`src/rtl/cpu_pkg.sv`:
```
// Shared types and constants for the 16-bit processor control path.
// Holds the FSM state and opcode encodings, ALU select codes, field widths,
// the control-output bundle and the Moore output decode used by control_unit.
package cpu_pkg;

  localparam int unsigned PC_W    = 7;
  localparam int unsigned IR_W    = 16;
  localparam int unsigned REG_AW  = 4;
  localparam int unsigned DADDR_W = 8;
  localparam int unsigned ALU_SW  = 3;

  localparam logic [ALU_SW-1:0] ALU_ZERO   = 3'b000;
  localparam logic [ALU_SW-1:0] ALU_ADD    = 3'b001;
  localparam logic [ALU_SW-1:0] ALU_SUB    = 3'b010;
  localparam logic [ALU_SW-1:0] ALU_PASS_A = 3'b011;
  localparam logic [ALU_SW-1:0] ALU_XOR    = 3'b100;
  localparam logic [ALU_SW-1:0] ALU_OR     = 3'b101;
  localparam logic [ALU_SW-1:0] ALU_AND    = 3'b110;
  localparam logic [ALU_SW-1:0] ALU_INC    = 3'b111;

  // INIT must encode as zero: state_o reads 0 while reset is held.
  typedef enum logic [3:0] {
    StInit   = 4'd0,
    StFetch  = 4'd1,
    StDecode = 4'd2,
    StNoop   = 4'd3,
    StLoadA  = 4'd4,
    StLoadB  = 4'd5,
    StStore  = 4'd6,
    StAdd    = 4'd7,
    StSub    = 4'd8,
    StHalt   = 4'd9
  } state_t;

  typedef enum logic [3:0] {
    OpNoop  = 4'd0,
    OpStore = 4'd1,
    OpLoad  = 4'd2,
    OpAdd   = 4'd3,
    OpSub   = 4'd4,
    OpHalt  = 4'd5
  } opcode_t;

  typedef struct packed {
    logic                i_rd;
    logic [DADDR_W-1:0]  d_addr;
    logic                d_wr;
    logic                rf_s;
    logic [REG_AW-1:0]   rf_w_addr;
    logic                rf_w_en;
    logic [REG_AW-1:0]   rf_ra_addr;
    logic [REG_AW-1:0]   rf_rb_addr;
    logic [ALU_SW-1:0]   alu_s;
    logic                halted;
  } ctrl_t;

  // Moore decode: every control output as a function of state and IR only.
  function automatic ctrl_t ctrl_decode(input state_t st, input logic [IR_W-1:0] ir);
    ctrl_t c;
    c = '0;
    case (st)
      StFetch: c.i_rd = 1'b1;
      StLoadA: c.d_addr = ir[11:4];
      StLoadB: begin
        c.d_addr    = ir[11:4];
        c.rf_s      = 1'b1;
        c.rf_w_addr = ir[3:0];
        c.rf_w_en   = 1'b1;
      end
      StStore: begin
        c.d_addr     = ir[11:4];
        c.rf_ra_addr = ir[3:0];
        c.d_wr       = 1'b1;
      end
      StAdd, StSub: begin
        c.rf_ra_addr = ir[11:8];
        c.rf_rb_addr = ir[7:4];
        c.rf_w_addr  = ir[3:0];
        c.rf_w_en    = 1'b1;
        c.alu_s      = (st == StAdd) ? ALU_ADD : ALU_SUB;
      end
      StHalt:  c.halted = 1'b1;
      default: ;
    endcase
    return c;
  endfunction

endpackage

```
`src/rtl/program_counter.sv`:
```
// 7-bit program counter.
// Ports: clk, reset_n (async active-low clear), clear (sync clear, used in INIT),
//        inc (advance by one, used in FETCH; wraps 127 -> 0), pc (current value).
module program_counter
  import cpu_pkg::*;
(
  input  logic            clk,
  input  logic            reset_n,
  input  logic            clear,
  input  logic            inc,
  output logic [PC_W-1:0] pc
);

  logic [PC_W-1:0] pc_q;

  always_ff @(posedge clk or negedge reset_n) begin
    if (!reset_n) begin
      pc_q <= '0;
    end else if (clear) begin
      pc_q <= '0;
    end else if (inc) begin
      pc_q <= pc_q + PC_W'(1);
    end
  end

  assign pc = pc_q;

endmodule

```
`src/rtl/control_unit.sv`:
```
// Control unit for the 16-bit processor: owns PC and IR, fetches from a
// synchronous instruction ROM, decodes, and drives all datapath controls.
// Ports: clk, reset_n (async active-low); I_data/I_addr/I_rd (instruction ROM);
//        D_Addr/D_wr (data memory); RF_s, RF_W_addr, RF_W_en, RF_Ra_addr,
//        RF_Rb_addr (register file); Alu_s0 (ALU op); halted, state_o (status).
module control_unit
  import cpu_pkg::*;
(
  input  logic               clk,
  input  logic               reset_n,
  input  logic [IR_W-1:0]    I_data,
  output logic [PC_W-1:0]    I_addr,
  output logic               I_rd,
  output logic [DADDR_W-1:0] D_Addr,
  output logic               D_wr,
  output logic               RF_s,
  output logic [REG_AW-1:0]  RF_W_addr,
  output logic               RF_W_en,
  output logic [REG_AW-1:0]  RF_Ra_addr,
  output logic [REG_AW-1:0]  RF_Rb_addr,
  output logic [ALU_SW-1:0]  Alu_s0,
  output logic               halted,
  output logic [3:0]         state_o
);

  state_t          state_q, state_d;
  logic [IR_W-1:0] ir_q, ir_d;
  ctrl_t           ctrl_q, ctrl_d;
  logic [PC_W-1:0] pc;

  program_counter u_pc (
    .clk     (clk),
    .reset_n (reset_n),
    .clear   (state_q == StInit),
    .inc     (state_q == StFetch),
    .pc      (pc)
  );

  always_comb begin
    state_d = state_q;
    ir_d    = ir_q;
    case (state_q)
      StInit: begin
        state_d = StFetch;
        ir_d    = '0;
      end
      StFetch: state_d = StDecode;
      StDecode: begin
        // ROM data is valid this cycle; branch on it directly rather than on IR.
        ir_d = I_data;
        case (I_data[15:12])
          OpStore: state_d = StStore;
          OpLoad:  state_d = StLoadA;
          OpAdd:   state_d = StAdd;
          OpSub:   state_d = StSub;
          OpHalt:  state_d = StHalt;
          default: state_d = StNoop;
        endcase
      end
      StLoadA: state_d = StLoadB;
      StNoop, StLoadB, StStore, StAdd, StSub: state_d = StFetch;
      StHalt:  state_d = StHalt;
      default: state_d = StInit;
    endcase
    // Outputs are registered from the next state, so they stay Moore in
    // (state_q, ir_q) while reset can still clear them asynchronously.
    ctrl_d = ctrl_decode(state_d, ir_d);
  end

  always_ff @(posedge clk or negedge reset_n) begin
    if (!reset_n) begin
      state_q <= StInit;
      ir_q    <= '0;
      ctrl_q  <= '0;
    end else begin
      state_q <= state_d;
      ir_q    <= ir_d;
      ctrl_q  <= ctrl_d;
    end
  end

  assign I_addr     = pc;
  assign I_rd       = ctrl_q.i_rd;
  assign D_Addr     = ctrl_q.d_addr;
  assign D_wr       = ctrl_q.d_wr;
  assign RF_s       = ctrl_q.rf_s;
  assign RF_W_addr  = ctrl_q.rf_w_addr;
  assign RF_W_en    = ctrl_q.rf_w_en;
  assign RF_Ra_addr = ctrl_q.rf_ra_addr;
  assign RF_Rb_addr = ctrl_q.rf_rb_addr;
  assign Alu_s0     = ctrl_q.alu_s;
  assign halted     = ctrl_q.halted;
  assign state_o    = state_q;

endmodule

```
`config.mk`:
```
export PLATFORM = sky130hd
export DESIGN_NAME = control_unit
export DESIGN_NICKNAME = d
export VERILOG_FILES = /design/src/rtl/cpu_pkg.sv /design/src/rtl/program_counter.sv /design/src/rtl/control_unit.sv
export SDC_FILE = /design/constraint.sdc
export NUM_CORES = 1
export LEC_CHECK = 0
export ABC_CLOCK_PERIOD_IN_PS = 5200
export BUFFER_PORTS_ARGS = -buffer_cell sky130_fd_sc_hd__buf_2
export CORE_MARGIN = 2
export CORE_UTILIZATION = 56
export DETAILED_ROUTE_END_ITERATION = 12
export PLACE_DENSITY = 0.81
export SETUP_SLACK_MARGIN = 0.4
export SLEW_MARGIN = 10
export SYNTH_ARGS = -nofsm -noshare
export SYNTH_HDL_FRONTEND = slang
export SYNTH_SLANG_ARGS = --single-unit
```
`constraint.sdc`:
```
create_clock -name clk -period 5.2 [get_ports clk]
set_input_delay 1.04 -clock clk [delete_from_list [all_inputs] [get_ports clk]]
set_output_delay 1.04 -clock clk [all_outputs]
set_load 0.01 [all_outputs]
```
Word-level counts from Yosys, hierarchy flattened
Index checks and enable logic that the tools add are counted.

cells by class
  mux-type cells = 14
  equality and inequality tests = 21
  bitwise operators = 0
  reduce and logical (&&, ||, !) cells = 6
  $add $sub $neg = 1
  $lt $le $gt $ge = 0
  multipliers = 0
  shifts and indexed selects = 0
  divide/modulo/power cells = 0

operators with widths
  operator                                                               count
  4-bit by 3-bit equality test with 1-bit output, second input constant  10
  4-bit case mux with 5 select lines                                     2
  12-bit case mux with 2 select lines                                    1
  7-bit two-way mux                                                      3
  4-bit by 2-bit equality test with 1-bit output, second input constant  4
  4-bit equality test, second input constant                             4
  4-bit by 1-bit equality test with 1-bit output, second input constant  3
  8-bit two-way mux                                                      1
  4-bit case mux with 2 select lines                                     1
  7-bit by 1-bit adder with 7-bit output, second input constant          1
  3-bit OR reduction                                                     2
  6-bit OR reduction                                                     1
  5-bit two-way mux                                                      1
  4-bit logical NOT                                                      1
  1-bit two-way mux                                                      4
  2-bit two-way mux                                                      1
  2-bit nonzero test                                                     1
  2-bit OR reduction                                                     1

storage, ports and cells
  output and inout bits = 39
  word-level logic and storage cells = 55
  input bits = 18
  bits in latches = 0
  bits in read-only memories = 0
  memories = 0
  register bits = 51
  bits in writable memories = 0

Depth between registers and ports, before layout
  depth in word-level cells = 6
  depth in mapped cells = 7

Hierarchy
A second synthesis with hierarchy kept.

unflattened totals
  cells, all modules = 167
  area, all modules = 1936.9 µm²

by module, submodules not included
  module           cells each  times used  seq. area each (µm²)  area an instance (µm²)
  control_unit     138         1           1076.0                1629.1
  program_counter  29          1           175.2                 307.8

Worst setup path after synthesis
OpenSTA, ideal clock, no wires.

  path kind = in2reg
  from = input I_data[15]
  to = register ctrl_q (netlist bit RF_Ra_addr[0])
  cell stages on the path = 5
  slack = 3.046 ns
  data arrival time = 2.067 ns
  required time = 5.113 ns
  library setup time = 0.087 ns
  buffers on the path = 1
  cells stage by stage = nor4b_1 -> o211a_1 -> o211ai_4 -> buf_6 -> o211ai_1

RTL lines
  what                  line                source
  start, declared       control_unit.sv:11  input logic [IR_W-1:0] I_data,
  end signal, assigned  control_unit.sv:78  ctrl_q <= ctrl_d;
  end, declared         control_unit.sv:28  ctrl_t ctrl_q, ctrl_d;

==> impl_metrics.tcl <==
set metrics [dict create \
    final_cells 286 \
    final_max_slew_viol_count 0 \
    synthArstFlopShare 1.00 \
    antenna_found_initial 0 \
    synthFlopType "dfrtp_1" \
    hp-class "flip-flop to flip-flop" \
    cellLeakagePower_nw 1.35 \
    postSynthCellCount 185 \
    post_drt_wl_per_cell_microns 15.0 \
    power_mw 1.23 \
    fin_crit_sh 0.456 \
    dieWidth_microns 66.8 \
    syn_area_per_cell_sq_um 11.9 \
    grt_pass1_wl_microns 7180 \
    syn_nets 204 \
    post-route-util 0.687 \
    nNetsFinal 256 \
    grt_overflow_total 0 \
    clkSlewWorstSetupHoldPaths_ns 0.09 \
    die_h_microns 66.8 \
    routed_wl_microns 4280 \
    synth_cell_types 48 \
    cts_max_path_buffers 2 \
    worstPathRequired_ns 5.42 \
    setup_slack_ns 2.83 \
    whs_path_depth 2 \
    setup-violations-final 0 \
    post-cts-setup-buffer-count 0 \
    placed_cells 278 \
    synth-seq-cells 50 \
    tns_ns 0 \
    io_pins 57 \
    max_stage_delay_ns 0.82 \
    ys_top_cells_by_area "dfrtp_1 (57%), a22o_1 (2.8%), a211oi_1 (2.7%), o211ai_1 (2.7%), inv_1 (2.4%)" \
    grt_pass1_vias 1499 \
    place_ws_ns 2.71 \
    yosys.area.top_type_share 0.567 \
    max_cap_viol_count 0 \
    final_common_cell "buf_2" \
    p_per_area_nw_per_um2 482 \
    yosys_warnings 0 \
    drc_errors 0 \
    first_pass_iters 4 \
    core-area_sq_um 3720 \
    fillCellCount 296 \
    ys_seq_area_frac 0.567 \
    synth_edf_count 0 \
    worst_setup_path_start_kind "flip-flop" \
    hpwl_microns 3080 \
    dieArea_sq_um 4460 \
    holdBufCountCts 0 \
    fin_skew_ns 0.00169 \
    fmax_ghz 0.422 \
    clock_sinks 50 \
    syn_area_sq_um 2210 \
    rows 22 \
    synth_largest_area_cell "dfrtp_1" \
    status "finished, final reports clean" \
    clockRootBuffer "clkbuf_8" \
    worstSetupPathType "flip-flop to flip-flop" \
    crit_chain "nor4b_4, and3_1, nand3_1, a21oi_1" \
    cts_buffers 5 \
    io_buffers 55 \
    num_vias 1560 \
    first_iter_violations 102 \
    clock_latency_ns 0.30 \
    start_util 0.594 \
    ir_drop_mv 0.327 \
    layout-drive-gt1-share 0.319 \
    arrival_ns 2.59 \
    final_cell_mix "buf_2 (55), dfrtp_1 (50), inv_1 (14)" \
    tightest_slew_ns 1.04 \
    critPathSlowestCell "nor4b_4" \
    rsz0062_at_grt "no" \
    grt_max_degree 51 \
    hold_violations 0 \
    ant_nets 0 \
    cts_tree "built" \
    end_kind "flip-flop" \
    antenna-diode-count 0 \
    syn_to_final_growth_pct 15.6 \
    cp_max_fo 15 \
    gp_congestion 0.812 \
    cts-resized-gates 0 \
    grt_usage 0.221 \
    avgViaCountPerCell 5.45 \
    r2r_cells 4 \
    finalCriticalPeriod_ns 2.37 \
    relSlewSlack 0.309 \
    h-tree-depth 2 \
]
==> cells by family after synthesis <==
group | Yosys count | share of synthesized area
compound gates | 50 | 0.185
flops | 50 | 0.567
simple gates | 50 | 0.140
buf+inv | 25 | 0.0680
xor+xnor | 6 | 0.0238
mux | 2 | 0.00907
fa+ha+maj | 1 | 0.00567
other cells | 1 | 0.00170
==> layout make-up <==
| class | instances | area, sq um | share of cell area |
|---|---|---|---|
| sequential | 50 | 1250 | 0.490 |
| multi-input combinational | 110 | 806 | 0.316 |
| timing repair buffer | 55 | 275 | 0.108 |
| clock buffer | 6 | 82.6 | 0.0324 |
| tap | 48 | 60.1 | 0.0235 |
| inverter | 15 | 58.8 | 0.0231 |
| clock inverter | 2 | 17.5 | 0.00687 |
==> registers in the layout, summed over array words and instances (netlist names), 2 cells and up <==
signal	count
RF_W_addr	4
ir_q	12
RF_Ra_addr	4
RF_Rb_addr	4
D_Addr	8
Alu_s0	2
state_o	4
u_pc.pc	7
==> worst max-delay path: cells and delay by family (launching register included) <==
kind            cells  cell delay (ns)
simple gates        3             1.50
flops               1             0.58
compound gates      1             0.21
==> where the power goes <==
| group | total (mW) | switching [mW] | leakage [nW] | internal, mW |
|---|---|---|---|---|
| clock | 0.232 | 0.123 | 0.0514 | 0.109 |
| sequential | 0.535 | 0.0652 | 0.677 | 0.470 |
| combinational | 0.461 | 0.283 | 0.621 | 0.179 |
==> through the flow <==
| step | area [sq um] | hold WS, ns |
|---|---|---|
| global placement | 2450 | 0.505 |
| finish | 2550 | 0.521 |
| global route | 2550 | 0.570 |
| detailed placement | 2450 | 0.505 |
| floorplan | 2210 | 0.480 |
| CTS | 2550 | 0.527 |
==> cell usage after synthesis (2+ instances only) <==
cell      count
nor2_1       10
and3_1        3
nand2_1      13
xor2_1        4
xnor2_1       2
buf_2         2
a21oi_1       6
dfrtp_1      50
o211ai_1      8
buf_6         4
buf_4         3
mux2i_1       2
o21ai_0       3
a22oi_1       6
nand3_1       4
nand4_1       4
a211oi_1      8
inv_1        14
a21boi_1      2
a22o_1        7
or3_1         2
a21boi_0      2
==> final timing paths <==
check	slack [ns]	end	startpoint
max	2.83	RF_Rb_addr[2]	state_o[0]
min	0.52	u_pc.pc[1]	u_pc.pc[1]
max reg2reg	2.83	RF_Rb_addr[2]	state_o[0]
min reg2reg	0.52	u_pc.pc[1]	u_pc.pc[1]
max in group asynchronous	3.64	u_pc.pc[3]	reset_n
min in group asynchronous	0.92	state_o[1]	reset_n
==> per-layer routing <==
metal / vias to the layer above / part of all wire / track usage
met4: 0 / 0.015 / 0.0791
li1: 762 / - / -
met5: - / 0 / 0
met2: 48 / 0.46 / 0.325
met3: 8 / 0.060 / 0.0676
met1: 742 / 0.46 / 0.310
Note: power is estimated with default switching activity, not from simulation.
